### config.mk
export PLATFORM = sky130hd
export DESIGN_NAME = mem_bus_arbiter
export DESIGN_NICKNAME = d
export VERILOG_FILES = /design/src/rtl/mem_bus_pkg.sv /design/src/rtl/mem_bus_arbiter_watchdog.sv /design/src/rtl/mem_bus_arbiter.sv
export SDC_FILE = /design/constraint.sdc
export NUM_CORES = 1
export LEC_CHECK = 0
export CAP_MARGIN = 30
export CORE_UTILIZATION = 37
export DETAILED_ROUTE_END_ITERATION = 8
export MAX_ROUTING_LAYER = met4
export PLACE_DENSITY = 0.76
export SLEW_MARGIN = 20
export SYNTH_ARGS = -nofsm -noshare
export SYNTH_HDL_FRONTEND = slang
export SYNTH_SLANG_ARGS = --single-unit
### constraint.sdc
create_clock -name clk -period 1.8 [get_ports clk]
set_input_delay 0.27 -clock clk [delete_from_list [all_inputs] [get_ports clk]]
set_output_delay 0.27 -clock clk [all_outputs]
set_load 0.02 [all_outputs]
### src/rtl/mem_bus_pkg.sv
// Shared definitions for the memory bus arbiter.
//   BIT_WIDTH : default address/data width
//   SZ_*      : m_size / d_size transfer-size encodings
//   state_t   : arbiter FSM state encoding
package mem_bus_pkg;

  localparam int BIT_WIDTH = 32;

  localparam logic [1:0] SZ_WORD = 2'b00;
  localparam logic [1:0] SZ_HALF = 2'b01;
  localparam logic [1:0] SZ_BYTE = 2'b10;

  typedef enum logic [1:0] {
    ST_IDLE = 2'b00,
    ST_IBUS = 2'b01,
    ST_DBUS = 2'b10
  } state_t;

endpackage

### src/rtl/mem_bus_arbiter_watchdog.sv
// bus_watchdog: loadable down-counter used as the memory ack timeout.
//   clk, rst  : clock, asynchronous active-low reset
//   load      : load load_val (takes priority over en)
//   en        : decrement by one per cycle, holding at zero
//   load_val  : start value
//   expired   : counter is at its terminal count (zero)
module bus_watchdog #(
  parameter int CNT_W = 8
) (
  input  logic             clk,
  input  logic             rst,
  input  logic             load,
  input  logic             en,
  input  logic [CNT_W-1:0] load_val,
  output logic             expired
);

  logic [CNT_W-1:0] cnt;

  always_ff @(posedge clk or negedge rst) begin
    if (!rst) begin
      cnt <= '0;
    end else if (load) begin
      cnt <= load_val;
    end else if (en && (cnt != '0)) begin
      cnt <= cnt - CNT_W'(1);
    end
  end

  assign expired = (cnt == '0);

endmodule

### src/rtl/mem_bus_arbiter.sv
// mem_bus_arbiter: shares one memory bus between an instruction-fetch port
// and a data load/store port, with fetch anti-starvation and an ack timeout.
//   clk, rst                         : clock, asynchronous active-low reset
//   i_req/i_addr -> i_rdata/i_ack_n  : fetch port, ack_n is a 1-cycle low pulse
//   d_req/d_write/d_size/d_addr/d_wdata -> d_rdata/d_ack_n : data port
//   m_req/m_write/m_addr/m_size/m_wdata/m_oe, m_rdata/m_ack_n : memory bus
//   bus_err                          : 1-cycle pulse when a transfer times out
//
// state   | meaning
// --------+---------------------------------------------------------------
// ST_IDLE | bus free; arbitrate between pending requesters
// ST_IBUS | fetch transfer on the bus, waiting for m_ack_n or timeout
// ST_DBUS | data transfer on the bus, waiting for m_ack_n or timeout
import mem_bus_pkg::*;

module mem_bus_arbiter #(
  parameter int BIT_WIDTH    = mem_bus_pkg::BIT_WIDTH,
  parameter int STARVE_LIMIT = 4,
  parameter int TIMEOUT      = 255
) (
  input  logic                 clk,
  input  logic                 rst,
  input  logic                 i_req,
  input  logic [BIT_WIDTH-1:0] i_addr,
  output logic [BIT_WIDTH-1:0] i_rdata,
  output logic                 i_ack_n,
  input  logic                 d_req,
  input  logic                 d_write,
  input  logic [1:0]           d_size,
  input  logic [BIT_WIDTH-1:0] d_addr,
  input  logic [BIT_WIDTH-1:0] d_wdata,
  output logic [BIT_WIDTH-1:0] d_rdata,
  output logic                 d_ack_n,
  output logic                 m_req,
  output logic                 m_write,
  output logic [BIT_WIDTH-1:0] m_addr,
  output logic [1:0]           m_size,
  output logic [BIT_WIDTH-1:0] m_wdata,
  output logic                 m_oe,
  input  logic [BIT_WIDTH-1:0] m_rdata,
  input  logic                 m_ack_n,
  output logic                 bus_err
);

  // The watchdog is loaded with TIMEOUT-1 at grant, so the transfer aborts
  // at the end of its TIMEOUT-th cycle on the bus.
  localparam int             WD_W       = (TIMEOUT < 2) ? 1 : $clog2(TIMEOUT);
  localparam logic [WD_W-1:0] WD_LOAD   = WD_W'(TIMEOUT - 1);
  localparam logic [2:0]     STARVE_MAX = 3'(STARVE_LIMIT);

  state_t     state;
  logic [2:0] starve_cnt;
  logic       grant_d;
  logic       grant_i;
  logic       wd_expired;
  logic       done;

  // No grant is made while either ack pulse is out: this gives the mandatory
  // idle cycle after every completion and keeps a still-held d_req eligible
  // on the following cycle, which is what lets the starvation limit matter.
  always_comb begin
    grant_d = 1'b0;
    grant_i = 1'b0;
    if ((state == ST_IDLE) && i_ack_n && d_ack_n) begin
      if (d_req && !(i_req && (starve_cnt == STARVE_MAX))) begin
        grant_d = 1'b1;
      end else if (i_req) begin
        grant_i = 1'b1;
      end
    end
  end

  assign done = !m_ack_n || wd_expired;

  bus_watchdog #(
    .CNT_W (WD_W)
  ) u_watchdog (
    .clk      (clk),
    .rst      (rst),
    .load     (grant_d || grant_i),
    .en       (state != ST_IDLE),
    .load_val (WD_LOAD),
    .expired  (wd_expired)
  );

  always_ff @(posedge clk or negedge rst) begin
    if (!rst) begin
      state      <= ST_IDLE;
      starve_cnt <= '0;
      m_req      <= 1'b0;
      m_write    <= 1'b0;
      m_oe       <= 1'b0;
      m_addr     <= '0;
      m_size     <= SZ_WORD;
      m_wdata    <= '0;
      i_rdata    <= '0;
      d_rdata    <= '0;
      i_ack_n    <= 1'b1;
      d_ack_n    <= 1'b1;
      bus_err    <= 1'b0;
    end else begin
      i_ack_n <= 1'b1;
      d_ack_n <= 1'b1;
      bus_err <= 1'b0;
      case (state)
        ST_IDLE: begin
          if (!i_req) begin
            starve_cnt <= '0;
          end
          if (grant_d) begin
            state   <= ST_DBUS;
            m_req   <= 1'b1;
            m_write <= d_write;
            m_oe    <= d_write;
            m_addr  <= d_addr;
            m_size  <= d_size;
            m_wdata <= d_wdata;
            if (i_req && (starve_cnt != STARVE_MAX)) begin
              starve_cnt <= starve_cnt + 3'd1;
            end
          end else if (grant_i) begin
            state      <= ST_IBUS;
            m_req      <= 1'b1;
            m_write    <= 1'b0;
            m_oe       <= 1'b0;
            m_addr     <= i_addr;
            m_size     <= SZ_WORD;
            m_wdata    <= '0;
            starve_cnt <= '0;
          end
        end
        ST_IBUS: begin
          if (done) begin
            state   <= ST_IDLE;
            m_req   <= 1'b0;
            m_write <= 1'b0;
            m_oe    <= 1'b0;
            i_ack_n <= 1'b0;
            if (!m_ack_n) begin
              i_rdata <= m_rdata;
            end else begin
              i_rdata <= '0;
              bus_err <= 1'b1;
            end
          end
        end
        ST_DBUS: begin
          if (done) begin
            state   <= ST_IDLE;
            m_req   <= 1'b0;
            m_write <= 1'b0;
            m_oe    <= 1'b0;
            d_ack_n <= 1'b0;
            if (!m_ack_n) begin
              if (!m_write) begin
                d_rdata <= m_rdata;
              end
            end else begin
              d_rdata <= '0;
              bus_err <= 1'b1;
            end
          end
        end
        default: begin
          state   <= ST_IDLE;
          m_req   <= 1'b0;
          m_write <= 1'b0;
          m_oe    <= 1'b0;
        end
      endcase
    end
  end

endmodule

==> reports/metrics.csv <==
stage;metric;value;unit
synth;synth_edf_count;0;
setup_path;r2r_end;m_addr[7];
timing;hold_violations;0;
route;first_iter_violations;305;
placed_design;gp_congestion;0.745;
pwr;cellPowerDensity;1910;nW/um^2
pwr;p_leak;0.00442;uW
final_layout;utilization;65.1;%
final_layout;area_growth_syn_to_layout;70.7;%
synth;synth_top_family_by_area;compound AO/OA/AOI/OAI gates;
timing;period_share;99.3;%
synth;syn-num-nets;567;
floorplan;io_pins;272;
grt;grt_pass1_wl;27900;microns
floorplan;die_y;128;microns
setup_path;cp_slowest_cell;dfrtp_1;
final_layout;num-fill-cells;1156;
setup_path;required;2090;ps
clock_network;h-tree-depth;4;
clock_network;cts_buffers;17;
outcome;outcome;finished clean;
grt;grt_pass1_vias;5242;
route;drc;0;
setup_path;timing.critical_path.max_delay_family;compound AO/OA/AOI/OAI gates;
setup_path;startpoint_type;register;
grt;track_usage;22.8;%
setup_path;rr_startpoint;state[1];
route;dr.pass1.iters;4;
final_layout;diodes;0;
synth;yosys-top-cells-area;dfrtp_1 (63%), a22o_1 (15%), a221o_1 (5.5%), and3_1 (3.5%), ha_1 (1.5%);
synth;synth-compound-area-share;22.9;%
grt;gr-total-overflow;0;
timing;rsz0062_at_grt;yes;
timing;period_minus_slack;1790;ps
timing;worstMarginPinSlew;389;ps
synth;synthXorXnorAreaFrac;0.300;%
clock_network;cts-root-buf;clkbuf_16;
floorplan;rows;45;
placed_design;dp_hpwl;12600;microns
synth;synth_top_area_share;62.6;%
timing;skew;9.18;ps
floorplan;initial_core_util;38.1;%
timing;drv_slew;0;
grt;antenna_found_initial;0;
setup_path;cpPeakStageDelay;390;ps
setup_path;cp_num_buf_inv;2;
synth;syn_avg_cell_area;13.8;sq um
synth;async_reset_ff_share;100;%
setup_path;worstPathCellList;inv_2 > ha_4 > nand4_1 > buf_6 > a31o_2 > and3_1 > a221o_1;
setup_path;setup.worst_path.end_class;register;
synth;synth-seq-cells;148;
clock_network;worstSkewPairLatency;410;ps
final_layout;finish.instance_area;9970;sq um
synth;synthMuxAreaShare;1.11;%
clock_network;numClockSinks;148;
synth;synth_cells;424;
clock_network;clock_path_buffers;2;
final_layout;drive_above_1_share;13.9;%
route;wirelength;18800;microns
floorplan;core_area;15300;sq um
synth;synth.yosys.warnings;0;
timing;tns;0;ps
run;drv_cap;0;
timing;setup_viol;0;
placed_design;numPortBuffers;271;
pwr;power;19000;uW
setup_path;crit_type;register to register;
placed_design;dp_cells;905;
synth;yosys.area_share.simple;7.20;%
min_path;hold_path_class;input pin to asynchronous set/reset pin;
timing;fmax;560;MHz
route;wl_per_cell;19.8;microns
floorplan;die_area;16300;sq um
clock_network;path_clk_slew;60;ps
final_layout;fin_cells;952;
setup_path;worstPathArrival;2080;ps
timing;relSlewSlack;74.0;%
route;ant_nets;0;
final_layout;nets;871;
floorplan;dieWidth;128;microns
grt;grt_max_degree;57;
synth;synth_cell_type_count;44;
synth;ys.flop_type;dfrtp_1;
pwr;peakVddDrop;0.850;mV
synth;synth_top_area_cell;dfrtp_1;
synth;yosys.area_share.adder;1.50;%
synth;yosysSeqAreaShare;63.5;%
setup_path;critPathMaxFanout;8;
route;num_vias;5036;
setup_path;r2r_slack;10;ps
placed_design;dpl_cell_area;9060;sq um
synth;synthesis.area;5840;sq um
setup_path;cp.depth;7;
clock_network;cts_tree;built;
setup_path;reg2reg_depth;7;
route;vias_per_cell;5.29;
-- worst max-delay path by stage --
stage | from | endpoint
final | state[1] | m_addr[7]
after global routing | state[0] | m_req
after CTS | state[0] | m_addr[27]
after detailed placement | d_req | m_addr[1]
after global placement | d_req | m_addr[23]
after floorplan | u_watchdog.cnt[0] | m_req
-- final cells by class --
type,count,area (sq um),share of cell area [%]
Clock buffer,18,429,4.31
Tap cell,211,264,2.65
Multi-Input combinational cell,233,2010,20.2
Sequential cell,148,3710,37.2
Inverter,9,33.8,0.339
Timing Repair Buffer,319,3340,33.6
Clock inverter,14,180,1.81
-- power by group --
| part | total (uW) | switching [uW] | internal [uW] |
|---|---|---|---|
| combinational | 9700 | 4560 | 5140 |
| sequential | 5730 | 911 | 4820 |
| clock | 3610 | 1410 | 2200 |
| total | 19000 | 6880 | 12200 |
-- synthesized netlist by cell type (2+ instances only) --
| master | instances |
|---|---|
| dfrtp_1 | 146 |
| a22o_1 | 98 |
| and3_1 | 33 |
| a221o_1 | 32 |
| clkbuf_1 | 22 |
| buf_2 | 10 |
| inv_1 | 9 |
| nand2_1 | 9 |
| ha_1 | 7 |
| nor2_1 | 6 |
| mux2i_1 | 5 |
| a31oi_1 | 3 |
| nor3_1 | 3 |
| o21ai_0 | 3 |
| a211oi_1 | 2 |
| and2_1 | 2 |
| buf_4 | 2 |
| buf_6 | 2 |
| dfstp_2 | 2 |
| nor4_4 | 2 |
| o211ai_1 | 2 |
| xnor2_1 | 2 |
-- stage by stage --
stage | setup slack (ps) | hold WS [ps]
final | 13.3 | 327
after global routing | -43.2 | 336
after CTS | 4.93 | 326
after detailed placement | -156 | 201
after global placement | -93.7 | 189
after floorplan | 37.2 | -25.6
-- repair_timing --
action                     CTS  global route
hold endpoints to repair    36             0
hold buffers                 1             0
setup endpoints to repair   58            75
setup buffers                0             6
pin swaps                    0            15
cloned                       0             8
gates resized for setup      5            17
-- cell families (layout without fill, tap and decap cells) --
| kind of cell | after synthesis | after routing |
|---|---|---|
| and+or+nand+nor | 65 | 65 |
| buffers and inverters | 45 | 360 |
| DFF | 148 | 148 |
| xor gates and xnor gates | 2 | 2 |
| muxes | 6 | 6 |
| adders and majority gates | 7 | 7 |
| AOI/OAI and AO/OA | 151 | 153 |
-- registers in the layout, summed over array words and instances, names as in the netlist, 2 cells and up --
signal / flops
d_rdata: 32
i_rdata: 32
m_addr: 32
m_wdata: 32
u_watchdog.cnt: 8
starve_cnt: 3
m_size: 2
state: 2
-- cells in the final DEF (no fill, tap or decap), types with 2 or more instances in the layout --
master             n
clkbuf_16         22
a211oi_1           2
dlygate4sd2_1      2
and2_1             2
o21ai_0            3
a221o_1           32
ha_1               5
dfrtp_1          146
buf_6              7
inv_1              7
o211ai_1           2
and3_1            33
nand2_2            2
mux2i_1            5
a22o_1            98
inv_2              2
nor2_1             6
nor3_1             3
clkinvlp_4         4
bufinv_16          3
nand2_1            8
xnor2_1            2
buf_12            12
a31o_4             2
a31oi_1            2
buf_4             23
clkinv_4           4
nor4_4             2
clkdlybuf4s50_1  267
dfstp_2            2
-- routing by layer --
layer	track usage [%]	part of all wire [%]	up-vias
met5	-	0	-
met4	9.20	2.5	0
met3	4.86	4.7	33
met2	37.2	52	181
met1	27.6	41	2560
li1	-	-	2262
(Power assumes the default switching activity.)
